$ cat src/rtl/frac_sad_sched.sv
// Sequencer for the fractional-pel SAD line datapath: 3-row window, per-candidate SAD accumulation, best-candidate scan.
// Optional full-pel preference build: define FRAC_FULLPEL_PREF_EN.
module frac_sad_sched #(
  parameter int NUM_CAND  = 24,
  parameter int ROW_SAD_W = 12,
  parameter int BLK_ROWS  = 8,
  parameter int SAD_W     = ROW_SAD_W + 3,
  parameter int FULL_IDX  = 12,
  parameter int FULL_BIAS = 4,
  parameter int IDX_W     = $clog2(NUM_CAND)
) (
  input  logic                          clk,
  input  logic                          rst,
  input  logic                          start,
  output logic                          busy,
  input  logic                          in_valid,
  output logic                          in_ready,
  input  logic [63:0]                   in_ref,
  input  logic [63:0]                   in_org,
  output logic [63:0]                   dp_upper,
  output logic [63:0]                   dp_middle,
  output logic [63:0]                   dp_lower,
  output logic [63:0]                   dp_org,
  output logic                          dp_valid,
  input  logic [NUM_CAND*ROW_SAD_W-1:0] row_sad,
  input  logic                          row_sad_valid,
  output logic [IDX_W-1:0]              best_idx,
  output logic [SAD_W-1:0]              best_sad,
  output logic                          done,
  output logic [2:0]                    o_dbg_state
);

  // Input handshake: a row beat transfers on a rising edge where in_valid && in_ready.
  // in_valid may stall indefinitely; in_ready depends only on the current state.

  localparam int CNT_W = $clog2(BLK_ROWS + 1);
`ifdef FRAC_FULLPEL_PREF_EN
  localparam bit PREF_EN = 1'b1;
`else
  localparam bit PREF_EN = 1'b0;
`endif
  localparam int             INIT_IDX = PREF_EN ? FULL_IDX : 0;
  localparam logic [SAD_W:0] BIAS     = PREF_EN ? (SAD_W+1)'(FULL_BIAS) : '0;

  typedef enum logic [2:0] {
    S_IDLE, S_PRIME, S_RUN, S_WAIT, S_SEARCH, S_DONE
  } state_t;

  state_t             r_state, w_next;
  logic [63:0]        r_up, r_mid;
  logic [63:0]        r_dp_up, r_dp_mid, r_dp_low, r_dp_org;
  logic               r_dp_valid;
  logic [CNT_W-1:0]   r_beat, r_rows;
  logic [IDX_W-1:0]   r_cand, r_run_idx, r_best_idx;
  logic [SAD_W-1:0]   r_run_sad, r_best_sad;
  logic [SAD_W-1:0]   r_acc [NUM_CAND];

  logic               w_beat, w_sad_acc, w_rows_full, w_take;
  logic [SAD_W-1:0]   w_cand_sad, w_cur_sad, w_new_sad;
  logic [IDX_W-1:0]   w_cur_idx, w_new_idx;

  assign w_beat    = in_valid && in_ready;
  // Row SADs count only while the datapath can still be producing them, capped at BLK_ROWS.
  assign w_sad_acc = row_sad_valid && (r_state == S_RUN || r_state == S_WAIT) &&
                     (r_rows < CNT_W'(BLK_ROWS));
  assign w_rows_full = (r_rows == CNT_W'(BLK_ROWS)) ||
                       (w_sad_acc && r_rows == CNT_W'(BLK_ROWS - 1));

  always_ff @(posedge clk) begin
    if (rst) r_state <= S_IDLE;
    else     r_state <= w_next;
  end

  always_comb begin
    w_next = r_state;
    case (r_state)
      S_IDLE:   if (start) w_next = S_PRIME;
      S_PRIME:  if (w_beat && r_beat != '0) w_next = S_RUN;
      S_RUN:    if (w_beat && r_beat == CNT_W'(BLK_ROWS - 1))
                  w_next = w_rows_full ? S_SEARCH : S_WAIT;
      S_WAIT:   if (w_rows_full) w_next = S_SEARCH;
      S_SEARCH: if (r_cand == IDX_W'(NUM_CAND - 1)) w_next = S_DONE;
      S_DONE:   w_next = S_IDLE;
      default:  w_next = S_IDLE;
    endcase
  end

  always_comb begin
    busy     = (r_state != S_IDLE);
    in_ready = (r_state == S_PRIME) || (r_state == S_RUN);
    done     = (r_state == S_DONE);
  end

  // Running-best scan; candidate 0 cycle seeds the best from INIT_IDX.
  always_comb begin
    w_cand_sad = r_acc[r_cand];
    w_cur_idx  = (r_cand == '0) ? IDX_W'(INIT_IDX) : r_run_idx;
    w_cur_sad  = (r_cand == '0) ? r_acc[INIT_IDX]  : r_run_sad;
    w_take     = !(PREF_EN && r_cand == IDX_W'(FULL_IDX)) &&
                 (({1'b0, w_cand_sad} + BIAS) < {1'b0, w_cur_sad});
    w_new_idx  = w_take ? r_cand     : w_cur_idx;
    w_new_sad  = w_take ? w_cand_sad : w_cur_sad;
  end

  always_ff @(posedge clk) begin
    if (rst) begin
      r_up       <= '0;
      r_mid      <= '0;
      r_dp_up    <= '0;
      r_dp_mid   <= '0;
      r_dp_low   <= '0;
      r_dp_org   <= '0;
      r_dp_valid <= 1'b0;
      r_beat     <= '0;
      r_rows     <= '0;
      r_cand     <= '0;
      r_run_idx  <= '0;
      r_run_sad  <= '0;
      r_best_idx <= '0;
      r_best_sad <= '0;
      for (int c = 0; c < NUM_CAND; c++) r_acc[c] <= '0;
    end else begin
      r_dp_valid <= 1'b0;
      case (r_state)
        S_IDLE: begin
          r_beat <= '0;
          r_rows <= '0;
          r_cand <= '0;
          for (int c = 0; c < NUM_CAND; c++) r_acc[c] <= '0;
        end
        S_PRIME: begin
          if (w_beat) begin
            if (r_beat == '0) begin
              r_up   <= in_ref;
              r_beat <= CNT_W'(1);
            end else begin
              r_mid  <= in_ref;
              r_beat <= '0;
            end
          end
        end
        S_RUN: begin
          if (w_beat) begin
            r_dp_up    <= r_up;
            r_dp_mid   <= r_mid;
            r_dp_low   <= in_ref;
            r_dp_org   <= in_org;
            r_dp_valid <= 1'b1;
            r_up       <= r_mid;
            r_mid      <= in_ref;
            r_beat     <= r_beat + CNT_W'(1);
          end
        end
        S_SEARCH: begin
          r_cand    <= r_cand + IDX_W'(1);
          r_run_idx <= w_new_idx;
          r_run_sad <= w_new_sad;
          if (r_cand == IDX_W'(NUM_CAND - 1)) begin
            r_best_idx <= w_new_idx;
            r_best_sad <= w_new_sad;
          end
        end
        default: ;
      endcase
      if (w_sad_acc) begin
        for (int c = 0; c < NUM_CAND; c++)
          r_acc[c] <= r_acc[c] + SAD_W'(row_sad[c*ROW_SAD_W +: ROW_SAD_W]);
        r_rows <= r_rows + CNT_W'(1);
      end
    end
  end

  assign dp_upper    = r_dp_up;
  assign dp_middle   = r_dp_mid;
  assign dp_lower    = r_dp_low;
  assign dp_org      = r_dp_org;
  assign dp_valid    = r_dp_valid;
  assign best_idx    = r_best_idx;
  assign best_sad    = r_best_sad;
  assign o_dbg_state = r_state;

endmodule

$ cat config.mk
export PLATFORM = sky130hd
export DESIGN_NAME = frac_sad_sched
export DESIGN_NICKNAME = d
export VERILOG_FILES = /design/src/rtl/frac_sad_sched.sv
export SDC_FILE = /design/constraint.sdc
export NUM_CORES = 2
export LEC_CHECK = 0
export ABC_AREA = 0
export CORE_MARGIN = 3
export CORE_UTILIZATION = 55
export DETAILED_ROUTE_END_ITERATION = 10
export DONT_BUFFER_PORTS = 1
export GPL_ROUTABILITY_DRIVEN = 0
export PLACE_DENSITY = 0.7
export SETUP_SLACK_MARGIN = 0.2
export SYNTH_ARGS = -nofsm -noshare
export SYNTH_HDL_FRONTEND = slang
export SYNTH_SLANG_ARGS = --single-unit
$ cat constraint.sdc
create_clock -name clk -period 13.1 [get_ports clk]
set_input_delay 1.965 -clock clk [delete_from_list [all_inputs] [get_ports clk]]
set_output_delay 1.965 -clock clk [all_outputs]
set_load 0.01 [all_outputs]
-- Yosys cells after proc, flatten, opt, wreduce, memory -nomap -nowiden
Memories as Yosys holds them, arrays and structs flattened. A register that Yosys moved wholly into a read port is not among the register bits.
Cells that the tools add are included.
- bits in writable memories: 360
- bits of input ports: 421
- flip-flop bits (word level): 441
- output and inout bits: 283
- memories kept: 1
- word-level logic and storage cells: 222
- equal/unequal tests: 18
- order comparisons: 2
- add/sub/neg operators: 27
- muxes and demuxes: 85
- bitwise gates (word level): 49
- reduce and logical (&&, ||, !) cells: 25
- memory list (name ; depth ; width ; read ports ; clocked after Yosys merged registers in ; write ports ; line ; RTL):
    r_acc ; 24 ; 15 ; 25 ; 1 ; 24 ; 56 ; logic [SAD_W-1:0] r_acc [NUM_CAND];
- operators with widths (operator ; count):
    15-bit two-way mux ; 50
    64-bit two-way mux ; 6
    15-bit by 12-bit adder with 15-bit output ; 24
    64-bit case mux with 2 select lines ; 2
    1-bit OR ; 48
    5-bit two-way mux ; 4
    3-bit two-way mux ; 6
    4-bit two-way mux ; 4
    15-bit < comparator ; 1
    3-bit case mux with 5 select lines ; 1
    2-bit != test, second input constant ; 7
    4-bit case mux with 3 select lines ; 1
    1-bit two-way mux ; 10
    5-bit case mux with 2 select lines ; 1
    4-bit by 1-bit adder with 4-bit output, second input constant ; 2
    4-bit by 3-bit equality test with 1-bit output, second input constant ; 2
    4-bit AND reduction ; 2
    3-bit by 2-bit equality test with 1-bit output, second input constant ; 2
    3-bit equality test, second input constant ; 2
    1-bit logical AND ; 6
    2-bit nonzero test ; 3
    3-bit nonzero test ; 2
    5-bit by 1-bit adder with 5-bit output, second input constant ; 1
    5-bit equality test, second input constant ; 1
    14 further kinds ; 18

-- Depth between registers and ports, before layout
- word-level depth: 9
- mapped depth: 17
- mapped depth without buffers: 13

-- Least setup slack after synthesis
No wires, ideal clock.
- kind: input to register
- start: input rst
- end: memory r_acc[0][0] (netlist name), enable pin
- arrival time: 7.931 ns
- data required time: 10.528 ns
- slack: 2.597 ns
- path buffers: 1
- setup time: 2.572 ns
- stages on the path: 3
- path through: clkbuf_1 > nor2_1 > nand2_1
- RTL lines (element ; line ; RTL):
    from (decl) ; 13 ; input logic rst,
    to (decl) ; 56 ;

==> report_table.html <==
<table>
<tr><th>Metric</th><th>Value</th></tr>
<tr><th colspan="2">Outcome</th></tr>
<tr><td>Run status</td><td>finished clean</td></tr>
<tr><th colspan="2">Routing</th></tr>
<tr><td>DRC errors left</td><td>0</td></tr>
<tr><td>Post-detailed-route via-to-cell ratio</td><td>6.15</td></tr>
<tr><td>Routed len/inst</td><td>around 23 µm</td></tr>
<tr><td>Via count</td><td>36732</td></tr>
<tr><td>Overall routed net length</td><td>140000 µm</td></tr>
<tr><td>Iteration count of the initial detailed-routing pass</td><td>6</td></tr>
<tr><td>First DRT Iteration DRCs</td><td>3357</td></tr>
<tr><td>Antenna-violating nets left</td><td>0</td></tr>
<tr><th colspan="2">Setup path</th></tr>
<tr><td>Buffers &amp; Inverters on Critical Path</td><td>3</td></tr>
<tr><td>Library cell contributing the largest single delay on the critical path</td><td>nor2b_2</td></tr>
<tr><td>Cell class contributing the biggest share of worst-path delay</td><td>compound AO/OA/AOI/OAI gates</td></tr>
<tr><td>Critical Path Source Type</td><td>flop</td></tr>
<tr><td>Critical path type</td><td>reg2reg</td></tr>
<tr><td>Crit-path cells</td><td>buf_4, buf_4, mux4_2, a211oi_1, or4_1, inv_1, ha_1, a21oi_1, o21ai_1, o2111ai_1, a31oi_4, nor2b_2, nand2_1, o32ai_1</td></tr>
<tr><td>Critical path's most frequent cell</td><td>buf_4</td></tr>
<tr><td>Required @ worst endpoint</td><td>13.61 ns</td></tr>
<tr><td>Critical Path End Type</td><td>flop</td></tr>
<tr><td>Max incr delay on CP</td><td>0.81 ns</td></tr>
<tr><td>Biggest fanout along the worst timing path</td><td>41</td></tr>
<tr><td>Data arrival, critical path</td><td>roughly 6.8 ns</td></tr>
<tr><th colspan="2">Power</th></tr>
<tr><td>Logic pwr share</td><td>38.2%</td></tr>
<tr><td>Cell internal power dissipation</td><td>6.37 mW</td></tr>
<tr><td>Power Density</td><td>210 nW/µm²</td></tr>
<tr><td>Leakage power</td><td>19.5 nW</td></tr>
<tr><td>Total power of the final layout</td><td>10.4 mW</td></tr>
<tr><td>Sequential Power Share</td><td>about two fifths</td></tr>
<tr><td>Clock network power share</td><td>23.5%</td></tr>
<tr><td>Switching power</td><td>4.06 mW</td></tr>
<tr><td>Sw Ratio</td><td>about 40%</td></tr>
<tr><td>VDD IR max</td><td>roughly 0.00018 V</td></tr>
<tr><th colspan="2">GRT</th></tr>
<tr><td>Total global routing overflow</td><td>0</td></tr>
<tr><td>Total routing resource utilization after global routing</td><td>a little under a third</td></tr>
<tr><td>First-pass GRT wire length</td><td>205000 µm</td></tr>
<tr><td>Maximum number of pins on one net before global-route repair</td><td>~440</td></tr>
<tr><td>Vias in the first global route</td><td>~34000</td></tr>
<tr><td>Initial antenna violation count</td><td>45</td></tr>
<tr><th colspan="2">Hold path</th></tr>
<tr><td>HP Class</td><td>reg2reg</td></tr>
<tr><th colspan="2">Synth</th></tr>
<tr><td>Synthesized instance count</td><td>4925</td></tr>
<tr><td>Ranking of synthesized cells by area</td><td>edfxtp_1 24%, dfxtp_1 19%, ha_1 8.4%, nand2_1 6.9%, a21oi_1 5.7%</td></tr>
<tr><td>Library cell with the largest summed area after synthesis</td><td>edfxtp_1</td></tr>
<tr><td>Avg Synthesized Cell Area</td><td>just over 9 µm²</td></tr>
<tr><td>Syn Std Cell Area</td><td>between 40000 and 50000 µm²</td></tr>
<tr><td>EDFF count, synth</td><td>360</td></tr>
<tr><td>Flip-flop cell with the highest count after synthesis</td><td>dfxtp_1</td></tr>
<tr><td>Portion of the post-synthesis area used by sequential elements</td><td>42.9%</td></tr>
<tr><td>Most frequently used cell type in the post-synthesis netlist</td><td>nand2_1</td></tr>
<tr><td>FFs w/ async S/R, synth</td><td>0%</td></tr>
<tr><td>Number of storage elements in the synthesis netlist</td><td>806</td></tr>
<tr><td>Fraction of post-synthesis cell area in the top cell type by area</td><td>approximately a quarter</td></tr>
<tr><td>Most frequent cells after synthesis</td><td>841 x nand2_1, 522 x a21oi_1, 469 x nor2_1, 446 x dfxtp_1, 360 x edfxtp_1</td></tr>
<tr><td>Mapped Nets</td><td>5678</td></tr>
<tr><td>Netlist cell types</td><td>66</td></tr>
<tr><td>Yosys warnings</td><td>0</td></tr>
<tr><th colspan="2">Clock tree</th></tr>
<tr><td>TritonCTS sink count</td><td>806</td></tr>
<tr><td>Clock tree from TritonCTS</td><td>yes</td></tr>
<tr><td>Number of instances resized during post-cts repair</td><td>0</td></tr>
<tr><td>H-tree depth</td><td>3</td></tr>
<tr><td>Source-to-sink clock delay at the later pin of the worst-skew pair</td><td>0.67 ns</td></tr>
<tr><td>Number of buffers inserted by hold repair at cts</td><td>0</td></tr>
<tr><td>Library cell used as clock root buffer</td><td>clkbuf_16</td></tr>
<tr><td>Clk pin slew, worst setup/hold paths</td><td>0.06 ns</td></tr>
<tr><td>Total setup buffers inserted after CTS</td><td>0</td></tr>
<tr><td>Total clock buffers created by CTS</td><td>87</td></tr>
<tr><td>Max Buffers Root-to-Sink</td><td>3</td></tr>
<tr><th colspan="2">Timing</th></tr>
<tr><td>Setup total negative slack</td><td>0 ns</td></tr>
<tr><td>Final WS setup</td><td>6.83 ns</td></tr>
<tr><td>Clock skew after layout</td><td>~0.07 ns</td></tr>
<tr><td>Tcrit/Tclk final</td><td>47.8%</td></tr>
<tr><td>Tmin final</td><td>6.27 ns</td></tr>
<tr><td>RSZ-0062 raised after global routing</td><td>no</td></tr>
<tr><td>Setup violation total in the final timing report</td><td>0</td></tr>
<tr><td>Slew Limit Headroom</td><td>just under 3%</td></tr>
<tr><td>Pins over their slew limit</td><td>0</td></tr>
<tr><td>Final number of hold-violating endpoints</td><td>0</td></tr>
<tr><td>Highest achievable clock rate</td><td>0.160 GHz</td></tr>
<tr><td>Actual slew at the worst max-slew pin</td><td>approximately 1.5 ns</td></tr>
<tr><th colspan="2">Floorplan</th></tr>
<tr><td>Effective utilization at floorplan</td><td>55.7%</td></tr>
<tr><td>Die Width</td><td>295 µm</td></tr>
<tr><td>Height of the die</td><td>295 µm</td></tr>
<tr><td>Die area</td><td>87100 µm²</td></tr>
<tr><td>Placement row count</td><td>105</td></tr>
<tr><td>Number of top-level design ports</td><td>704</td></tr>
<tr><td>CORE AREA</td><td>82500 µm²</td></tr>
<tr><th colspan="2">Placed design</th></tr>
<tr><td>DPL Wire Length</td><td>105000 µm</td></tr>
<tr><td># port buffers</td><td>0</td></tr>
<tr><td>Worst setup slack before clock tree synthesis</td><td>6.93 ns</td></tr>
<tr><th colspan="2">Finish</th></tr>
<tr><td>Area Overhead vs Synth</td><td>7.87%</td></tr>
<tr><td>Fin nets</td><td>5545</td></tr>
<tr><td>Footprint of the multi-input gates</td><td>24800 µm²</td></tr>
<tr><td>Fraction of layout instances using a drive strength above 1</td><td>around 5.9%</td></tr>
<tr><td>Final-layout fill cell count</td><td>7046</td></tr>
<tr><td>Footprint of the flip-flops and latches</td><td>around 20000 µm²</td></tr>
<tr><th colspan="2">Flow run</th></tr>
<tr><td>Maxcap violations</td><td>0</td></tr>
</table>
-- worst reg2reg max path, cell delays in order, from the launching register on --
cell       delay, ns
dfxtp_4         0.65
buf_4           0.58
buf_4           0.72
mux4_2          0.69
a211oi_1        0.43
or4_1           0.22
inv_1           0.05
ha_1            0.32
a21oi_1         0.15
o21ai_1         0.15
o2111ai_1       0.68
a31oi_4         0.16
nor2b_2         0.81
nand2_1         0.31
o32ai_1         0.17
-- cell type report --
| class | count | share of cell area (%) |
|---|---|---|
| clock buffers | 118 | 4.91 |
| well taps | 1070 | 2.70 |
| flip-flops and latches | 806 | 39.8 |
| diodes | 40 | 0.202 |
| inverters | 128 | 0.969 |
| multi-input cells | 3743 | 50.0 |
| clock inverters | 41 | 0.876 |
| repair buffers | 26 | 0.469 |
-- power groups by stage --
stage	sequential [mW]	clock [mW]	combinational (mW)
after floorplan	3.85	0	3.20
after global placement	4.01	0	3.85
after detailed placement	4.02	0	3.92
after CTS	3.97	2.49	3.94
after global routing	4.04	2.59	4.44
final	3.99	2.45	3.98
-- per-stage QoR --
step	instance area [µm²]	hold WS, ns	utilization, %	std cells
floorplan	46000	0.432	-	4925
global placement	46600	0.437	56.5	5773
detailed placement	46600	0.443	56.5	5773
CTS	49500	0.433	60.0	5932
global route	49500	0.457	60.0	5953
finish	49600	0.421	60.1	5972
-- kinds of logic after synthesis --
logic type / count (synthesis) / synth area share [%]
simple gates: 1672 / 15.6
compound gates: 1365 / 18.8
flops: 806 / 42.9
buf+inv: 376 / 3.24
fa+ha+maj: 332 / 9.43
xor+xnor: 188 / 3.58
mux: 186 / 6.46
-- per-layer routing --
layer	part of all wire (%)	wire length (µm)	GRT usage [%]
met4	6.1	8570	17.5
met2	47	65300	50.1
met3	10	14200	9.95
met1	37	52000	35.8
met5	0.092	129	0
-- path summary, 6_finish.rpt --
kind / start / endpoint / slack (ns) / cells past startpoint
worst max-delay path: flop / r_run_idx[4]$_SDFFE_PP0P_ / 6.83 / 14
worst min-delay path: r_up[21]$_SDFFE_PP0P_ / dp_upper[21]$_SDFFE_PP0P_ / 0.42 / 2
worst max register to register: flop / r_run_idx[4]$_SDFFE_PP0P_ / 6.83 / 14
worst min register to register: r_up[21]$_SDFFE_PP0P_ / dp_upper[21]$_SDFFE_PP0P_ / 0.42 / 2
-- registers in the layout, indices dropped and copies added (netlist names), 15 cells and up, named ones only --
name	count
r_acc	360
dp_lower	64
dp_middle	64
dp_org	64
dp_upper	64
r_mid	64
r_up	64
best_sad	15
r_run_sad	15
-- layout by cell type (no fill, tap or decap), types with 41 or more instances in the layout --
master     count
nor2b_1       82
nand2b_1      57
a21oi_1      521
mux2i_1       98
a211oi_1     157
xor2_1        53
nand2_1      839
dfxtp_1      443
a21o_1       129
ha_1         308
nor2_1       465
nor3_1        63
xnor2_1      135
clkbuf_16     89
o21a_1        49
mux4_2        86
a41o_1        41
edfxtp_1     360
inv_1        128
o21ai_0      208
Power figures use the tool's default switching activity.
